### src/rtl/fp8_pkg.sv
// Shared definitions for the 8-bit floating-point adder slice:
// field layout, NaN/Inf classification and the sequencer state encoding.
package fp8_pkg;

   localparam int unsigned FP8_SIGN_BIT = 7;
   localparam int unsigned FP8_EXP_MSB  = 6;
   localparam int unsigned FP8_EXP_LSB  = 3;
   localparam int unsigned FP8_MAN_W    = 3;
   localparam logic [3:0]  FP8_EXP_MAX  = 4'hF;
   localparam logic [7:0]  FP8_QNAN     = 8'h7F;

   typedef enum logic [1:0] {
      ST_IDLE,
      ST_LOAD_B,
      ST_WAIT,
      ST_DONE
   } seq_state_t;

   function automatic logic fp8_is_nan(input logic [7:0] v);
      return (v[FP8_EXP_MSB:FP8_EXP_LSB] == FP8_EXP_MAX) && (v[FP8_MAN_W-1:0] != '0);
   endfunction

   function automatic logic fp8_is_inf(input logic [7:0] v);
      return (v[FP8_EXP_MSB:FP8_EXP_LSB] == FP8_EXP_MAX) && (v[FP8_MAN_W-1:0] == '0);
   endfunction

endpackage

### src/rtl/fp8_operand_sanitize.sv
// Classifies an operand byte and replaces any NaN payload with the canonical
// quiet NaN so the adder only ever sees one NaN encoding.
module fp8_operand_sanitize
   import fp8_pkg::*;
(
   input  logic [7:0] din,
   output logic [7:0] clean,
   output logic       is_nan,
   output logic       is_inf
);

   assign is_nan = fp8_is_nan(din);
   assign is_inf = fp8_is_inf(din);
   assign clean  = is_nan ? FP8_QNAN : din;

endmodule

### src/rtl/fp8_add_sequencer.sv
// Operand sequencer and result collector for the registered FP8 adder, with an
// optional accumulate mode that feeds each consumed sum back as operand A.
module fp8_add_sequencer
   import fp8_pkg::*;
#(
   parameter int unsigned ADD_LAT = 1
) (
   input  logic       clk,
   input  logic       rst,
   input  logic [7:0] din,
   input  logic       din_valid,
   output logic       din_ready,
   input  logic       acc_mode,
   input  logic       acc_done,
   output logic [7:0] add_a,
   output logic [7:0] add_b,
   output logic       add_ena,
   output logic       add_rst_n,
   input  logic [7:0] add_res,
   output logic [7:0] res,
   output logic       res_valid,
   input  logic       res_ready,
   output logic       nan_seen,
   output logic       inf_seen
);

   localparam int unsigned CNT_W = (ADD_LAT < 1) ? 1 : $clog2(ADD_LAT + 1);

   seq_state_t       state, state_nxt;
   logic [CNT_W-1:0] cnt, cnt_nxt;
   logic             acc, acc_nxt;
   logic [7:0]       add_a_nxt, add_b_nxt, res_nxt;
   logic             res_valid_nxt, nan_nxt, inf_nxt;

   logic [7:0]       din_clean;
   logic             din_nan, din_inf;
   logic             din_hs;

   fp8_operand_sanitize u_sanitize (
      .din    (din),
      .clean  (din_clean),
      .is_nan (din_nan),
      .is_inf (din_inf)
   );

   assign add_ena   = ~rst;
   assign add_rst_n = ~rst;
   assign din_ready = (state == ST_IDLE) || (state == ST_LOAD_B);
   assign din_hs    = din_valid && din_ready;

   // NOTE: every signal written here gets its hold value first, so no path
   // through the case leaves one unassigned and no latch is inferred.
   always_comb begin
      state_nxt     = state;
      cnt_nxt       = cnt;
      acc_nxt       = acc;
      add_a_nxt     = add_a;
      add_b_nxt     = add_b;
      res_nxt       = res;
      res_valid_nxt = res_valid;
      nan_nxt       = nan_seen | (din_hs & din_nan);
      inf_nxt       = inf_seen | (din_hs & din_inf);

      unique case (state)
         ST_IDLE: begin
            if (din_hs) begin
               add_a_nxt = din_clean;
               acc_nxt   = acc_mode;
               state_nxt = ST_LOAD_B;
            end
         end
         ST_LOAD_B: begin
            if (din_hs) begin
               add_b_nxt = din_clean;
               cnt_nxt   = CNT_W'(ADD_LAT);
               state_nxt = ST_WAIT;
            end
         end
         ST_WAIT: begin
            if (cnt != '0) begin
               cnt_nxt = cnt - 1'b1;
            end else begin
               res_nxt       = add_res;
               res_valid_nxt = 1'b1;
               state_nxt     = ST_DONE;
            end
         end
         ST_DONE: begin
            if (res_ready) begin
               res_valid_nxt = 1'b0;
               if (!acc || acc_done) begin
                  state_nxt = ST_IDLE;
               end else begin
                  // Adder output is already canonical, so it bypasses the sanitiser.
                  add_a_nxt = res;
                  state_nxt = ST_LOAD_B;
               end
            end
         end
         default: state_nxt = ST_IDLE;
      endcase
   end

   // NOTE: state registers use non-blocking assignments so every flop samples
   // the pre-edge values regardless of statement order.
   always_ff @(posedge clk) begin
      if (rst) begin
         state     <= ST_IDLE;
         cnt       <= '0;
         acc       <= 1'b0;
         add_a     <= 8'h00;
         add_b     <= 8'h00;
         res       <= 8'h00;
         res_valid <= 1'b0;
         nan_seen  <= 1'b0;
         inf_seen  <= 1'b0;
      end else begin
         state     <= state_nxt;
         cnt       <= cnt_nxt;
         acc       <= acc_nxt;
         add_a     <= add_a_nxt;
         add_b     <= add_b_nxt;
         res       <= res_nxt;
         res_valid <= res_valid_nxt;
         nan_seen  <= nan_nxt;
         inf_seen  <= inf_nxt;
      end
   end

endmodule
### config.mk
export PLATFORM = sky130hd
export DESIGN_NAME = fp8_add_sequencer
export DESIGN_NICKNAME = d
export VERILOG_FILES = /design/src/rtl/fp8_pkg.sv /design/src/rtl/fp8_operand_sanitize.sv /design/src/rtl/fp8_add_sequencer.sv
export SDC_FILE = /design/constraint.sdc
export NUM_CORES = 1
export LEC_CHECK = 0
export BUFFER_PORTS_ARGS = -buffer_cell sky130_fd_sc_hd__buf_2
export CAP_MARGIN = 20
export CORE_MARGIN = 5
export CORE_UTILIZATION = 35
export DETAILED_ROUTE_END_ITERATION = 8
export PLACE_DENSITY = 0.68
export SLEW_MARGIN = 20
export SYNTH_ARGS = -nofsm -noshare
export SYNTH_HDL_FRONTEND = slang
export SYNTH_HIERARCHICAL = 1
export SYNTH_SLANG_ARGS = --single-unit
export TNS_END_PERCENT = 10
### constraint.sdc
create_clock -name clk -period 4.2 [get_ports clk]
set_clock_uncertainty 0.2 [all_clocks]
set_input_delay 0.84 -clock clk [delete_from_list [all_inputs] [get_ports clk]]
set_output_delay 0.84 -clock clk [all_outputs]
set_load 0.02 [all_outputs]
## Word level (Yosys, flattened, before mapping)

Cells that the tools add are included.

| word-level totals | value |
|---|---|
| register bits after elaboration | 31 |
| input port bits | 22 |
| output and inout bits | 30 |
| word-level logic and storage cells | 61 |

| operators by class | value |
|---|---|
| add/sub/neg operators | 1 |
| equal/unequal tests | 9 |
| multiplexer cells | 17 |
| bitwise logic cells | 6 |
| reduce and logical (&&, ||, !) cells | 19 |

Operators with widths:

| kind | number |
|---|---|
| $mux W8 | 4 |
| $pmux W8 S2 | 1 |
| $ne A2 B2 Y1 const B | 5 |
| $mux W2 | 4 |
| $pmux W2 S4 | 1 |
| $reduce_and A2 Y1 | 4 |
| $reduce_and A4 Y1 | 2 |
| $reduce_bool A2 Y1 | 3 |
| $mux W1 | 5 |
| $eq A2 B2 Y1 const B | 2 |
| $eq A4 B4 Y1 const B | 1 |
| $pmux W1 S2 | 2 |
| $logic_and A1 B1 Y1 | 3 |
| $logic_not A3 Y1 | 1 |
| $reduce_and A3 Y1 | 1 |
| $reduce_bool A3 Y1 | 1 |
| $and A1 B1 Y1 | 2 |
| $eq A2 B1 Y1 const B | 1 |
| $logic_not A2 Y1 | 1 |
| $logic_or A1 B1 Y1 | 2 |
| $not A1 Y1 | 2 |
| $or A1 B1 Y1 | 2 |
| $logic_not A1 Y1 | 1 |
| $sub A1 B1 Y1 const B | 1 |

## Longest topological paths before layout

| logic depth | value |
|---|---|
| depth in word-level cells | 5 |
| mapped depth | 6 |
| depth with buffers taken out | 5 |

## Cells and area by module

The synthesis kept the hierarchy.

By module, submodules not included:

| module | instances | cells each | area each (µm²) | sequential area each (µm²) |
|---|---|---|---|---|
| fp8_add_sequencer | 1 | 157 | 1392.6 | 620.6 |
| fp8_operand_sanitize | 1 | 15 | 88.8 | 0.0 |

## Worst setup path before layout

No wires, ideal clock.

| timing path | value |
|---|---|
| path kind | input-to-output |
| from | input port rst |
| to | output port add_rst_n |
| arrival time | 1.374 ns |
| required time | 3.160 ns |
| slack | 1.786 ns |
| stages on the path | 2 |
| path buffers | 1 |
| path through | clkinv_1 > buf_4 |

| between the ends | value |
|---|---|
| word-level cells in the longest chain between the ends | 1 |

RTL lines:

| what | line | RTL |
|---|---|---|
| start, declared | fp8_add_sequencer.sv:9 | `input logic rst,` |
| $not A1 Y1 | fp8_add_sequencer.sv:47 | `assign add_rst_n = ~rst;` |
| end, declared | fp8_add_sequencer.sv:18 | `output logic add_rst_n,` |

No other way between the ends.

## Worst setup path in the final report

| timing path | value |
|---|---|
| from | input port rst |
| to | output port add_ena |

| between the ends | value |
|---|---|
| word-level cells in the longest chain between the ends | 1 |

RTL lines:

| what | line | RTL |
|---|---|---|
| $not A1 Y1 | fp8_add_sequencer.sv:46 | `assign add_ena = ~rst;` |
| end, declared | fp8_add_sequencer.sv:17 | `output logic add_ena,` |

No other way between the ends.

==> qor.txt <==
outcome: completed
arrival time of the worst setup path: 2.03 ns
Synth Area per Inst: 8.613 um^2
violation count after the first detailed-route iteration: 166
clock group share of total power: 0.238
number of I/O pins: 52
deepest level of the CTS H-tree: 2
switching power share of the total: 0.3830
capture point of the critical path: add_ena
fraction of power consumed by sequential logic: 0.370
timing startpoint of the critical path: rst
number of standard cells in the layout, taps in and fillers out: 266
via count of the first global-routing pass: 1254
Seq. cell area: 620.6 um^2
Via Count: 1391
global-route usage over all layers: 0.1383
Final Hold Violating Endpoints: 0
fillers: 416
Synth Cell Area: 1481 um^2
Synth Flop Type: dfxtp_1
top cells by count, synth: dfxtp_1 (31), nand2_1 (27), a21oi_1 (20)
number of enable flip-flop cells after synthesis: 0
top area cells in the synthesized netlist: dfxtp_1 (42%), nand2_1 (6.8%), a21oi_1 (6.8%), mux2i_1 (6.1%), a2111oi_0 (4.7%)
clock tree from TritonCTS: yes
Switch Pwr: 414.1 uW
Die Footprint: 5634 um^2
#FFs+latches synth: 31
Reg2Reg Capture Point: add_a[4]
Max stage delay on crit path: 0.45 ns
maximum fanout encountered on the critical timing path: 32
number of setup buffers added after CTS: 0
CP Data Required Time: 3.16 ns
clock latency at the later pin of the worst-skew pair: 0.29 ns
worst vdd rail ir drop: 395.9 uV
Max Buffers Root-to-Sink: 2
number of cells produced by synthesis: 172
port bufs: 51
antenna violations before repair: 0
area used by multi-input combinational logic: 770.7 um^2
f_max: 326.1 MHz
number of gates resized after cts: 0
summed negative setup slack over all endpoints: 0 ns
slack of the worst reg-to-reg path: 1.71 ns
worst hold slack across all endpoints: 0.2548 ns
area leader, netlist: dfxtp_1
Placer Congestion: 0.7379
leakage component of the power: 0.7796 nW
Clock transition at path regs: 0.07 ns
share of cells above drive strength 1: 0.3241
ratio of final minimum period to clock period: 0.7301
Cell Count Post-Placement: 258
Antenna Violating Nets Remaining: 0
Antenna Diode Count: 0
Power per Cell Area: 591.5 nW/um^2
DP Wirelength: 2.746 mm
Internal: 667.2 uW
Worst Setup End Kind: output port
Async SR Flop Fraction: 0
fraction of synthesized cell area taken by the top area cell type: 0.4189
number of remaining DRC errors: 0
effective utilization at floorplan: 0.3651
kind of start point of the critical path: primary input
Netlist cell types: 34
maximum number of pins on one net before global-route repair: 33
transition at the pin with the smallest max-transition slack: 0.8047 ns
count of final max-slew check failures: 0
worst min-delay path class: flop to flop
Wirelength per Cell: 14.19 um
Seq/Total Area, Yosys: 0.4189
num rows: 23
most repeated library cell on the critical path: buf_2
total number of nets in the final design: 241
Crit Reg-Reg Startpoint: state[1]
MaxCap Viol Count: 0
critical path depth in cells: 3
Slowest cell on crit path: buf_2
unrepaired setup endpoints after global routing: no
Final Setup Violations: 0
number of clock sinks: 31
crit path kind: primary input to output port
worst max-slew margin expressed relative to the limit: 0.4636
Synthesis Warnings: 6
Routed WL: 3.775 mm
via density per instance: 5.229
worst-path cell chain: buf_2 > clkinv_1 > buf_2
wire length of the first global-routing pass: 5.837 mm
Synthesized Nets: 198
total clock buffers created by CTS: 5
minimum clock period after layout: 3.066 ns
GRT Residual Overflow: 0
Area Overhead vs Synth: 23.40%
die width: 75.06 um
hold-fix buffer count after cts: 0
Top delay family on crit path: buffers and inverters
Tot Pwr: 1.081 mW
vertical die dimension: 75.06 um
number of buffers and inverters on the critical path: 3
most numerous cell in the Yosys netlist: dfxtp_1
Worst Reg2Reg Path Length in Cells: 4
area inside the core boundary: 4058 um^2
Clock Root Buffer: clkbuf_8
Comb pwr share: 0.392
first-pass iteration count of the detailed router: 4
-- cell type report --
type,count,area share
clock buffer,8,0.05476
sequential,31,0.3395
timing repair buffer,51,0.1396
tap,50,0.03422
inverter,5,0.01027
multi-input combinational,121,0.4216
-- metal layers --
| metal | track usage | vias to the layer above | routed length, um |
|---|---|---|---|
| met5 | 0 | - | 0 |
| met4 | 0.06522 | 0 | 63 |
| met3 | 0.03872 | 9 | 424 |
| met1 | 0.2023 | 634 | 1755 |
| li1 | - | 695 | - |
| met2 | 0.1847 | 53 | 1532 |
-- state kept, by name, indices dropped and copies added (netlist names) --
signal     flops
nan_seen       1
add_a          8
state          2
res            8
res_valid      1
inf_seen       1
cnt            1
acc            1
add_b          8
-- worst min-delay path by stage --
| stage | from | to | slack [ns] | depth (start not counted) |
|---|---|---|---|---|
| floorplan | acc | acc | 0.25 | 2 |
| detailed placement | add_b[1] | add_b[1] | 0.25 | 2 |
| global route | add_b[2] | add_b[2] | 0.28 | 2 |
| CTS | add_b[1] | add_b[1] | 0.25 | 2 |
| finish | add_b[1] | add_b[1] | 0.25 | 2 |
| global placement | add_b[4] | add_b[4] | 0.24 | 2 |
-- per-stage QoR --
step	utilization	setup WS, ns	instance area [um^2]
after floorplan	-	1.786	1481
after global placement	0.4258	1.184	1728
after detailed placement	0.4258	1.150	1728
after CTS	0.4505	1.155	1828
after global routing	0.4505	1.031	1828
final	0.4505	1.134	1828
-- cell usage in the layout, fill, tap and decap left out, drive strengths merged, types with 2 or more instances in the layout --
| cell type | netlist | routed |
|---|---|---|
| o21ai | 3 | 3 |
| a21oi | 20 | 20 |
| ha | 4 | 4 |
| nand3 | 10 | 10 |
| a2111oi | 8 | 8 |
| nor2 | 6 | 6 |
| inv | 4 | 4 |
| nor2b | 5 | 5 |
| mux2i | 9 | 9 |
| a31oi | 2 | 2 |
| clkbuf | 9 | 8 |
| dfxtp | 31 | 31 |
| nand2 | 27 | 27 |
| o21bai | 4 | 4 |
| buf | 6 | 51 |
| a31o | 8 | 8 |
-- cells by family (layout without fill, tap and decap cells) --
kind of cell               count (synthesis)  count (layout)  share of synthesized area
adders and majority gates                  4               4                    0.03379
muxes                                      9               9                    0.06081
buffers and inverters                     20              64                    0.06080
AOI/OAI and AO/OA                         50              50                     0.2331
DFF                                       31              31                     0.4189
and+or+nand+nor                           58              58                     0.1926
-- power groups by stage --
stage | combinational, mW | sequential (mW) | clock, mW
after floorplan | 0.253 | 0.460 | 0
after global placement | 0.420 | 0.406 | 0
after detailed placement | 0.425 | 0.406 | 0
after CTS | 0.427 | 0.400 | 0.263
after global routing | 0.470 | 0.408 | 0.276
final | 0.424 | 0.400 | 0.258
-- tightest hold or removal path: stages (launching register included) --
cell     delay (ns)
dfxtp_1        0.31
nand2_1        0.05
a21oi_1        0.05
Power figures use the tool's default switching activity.
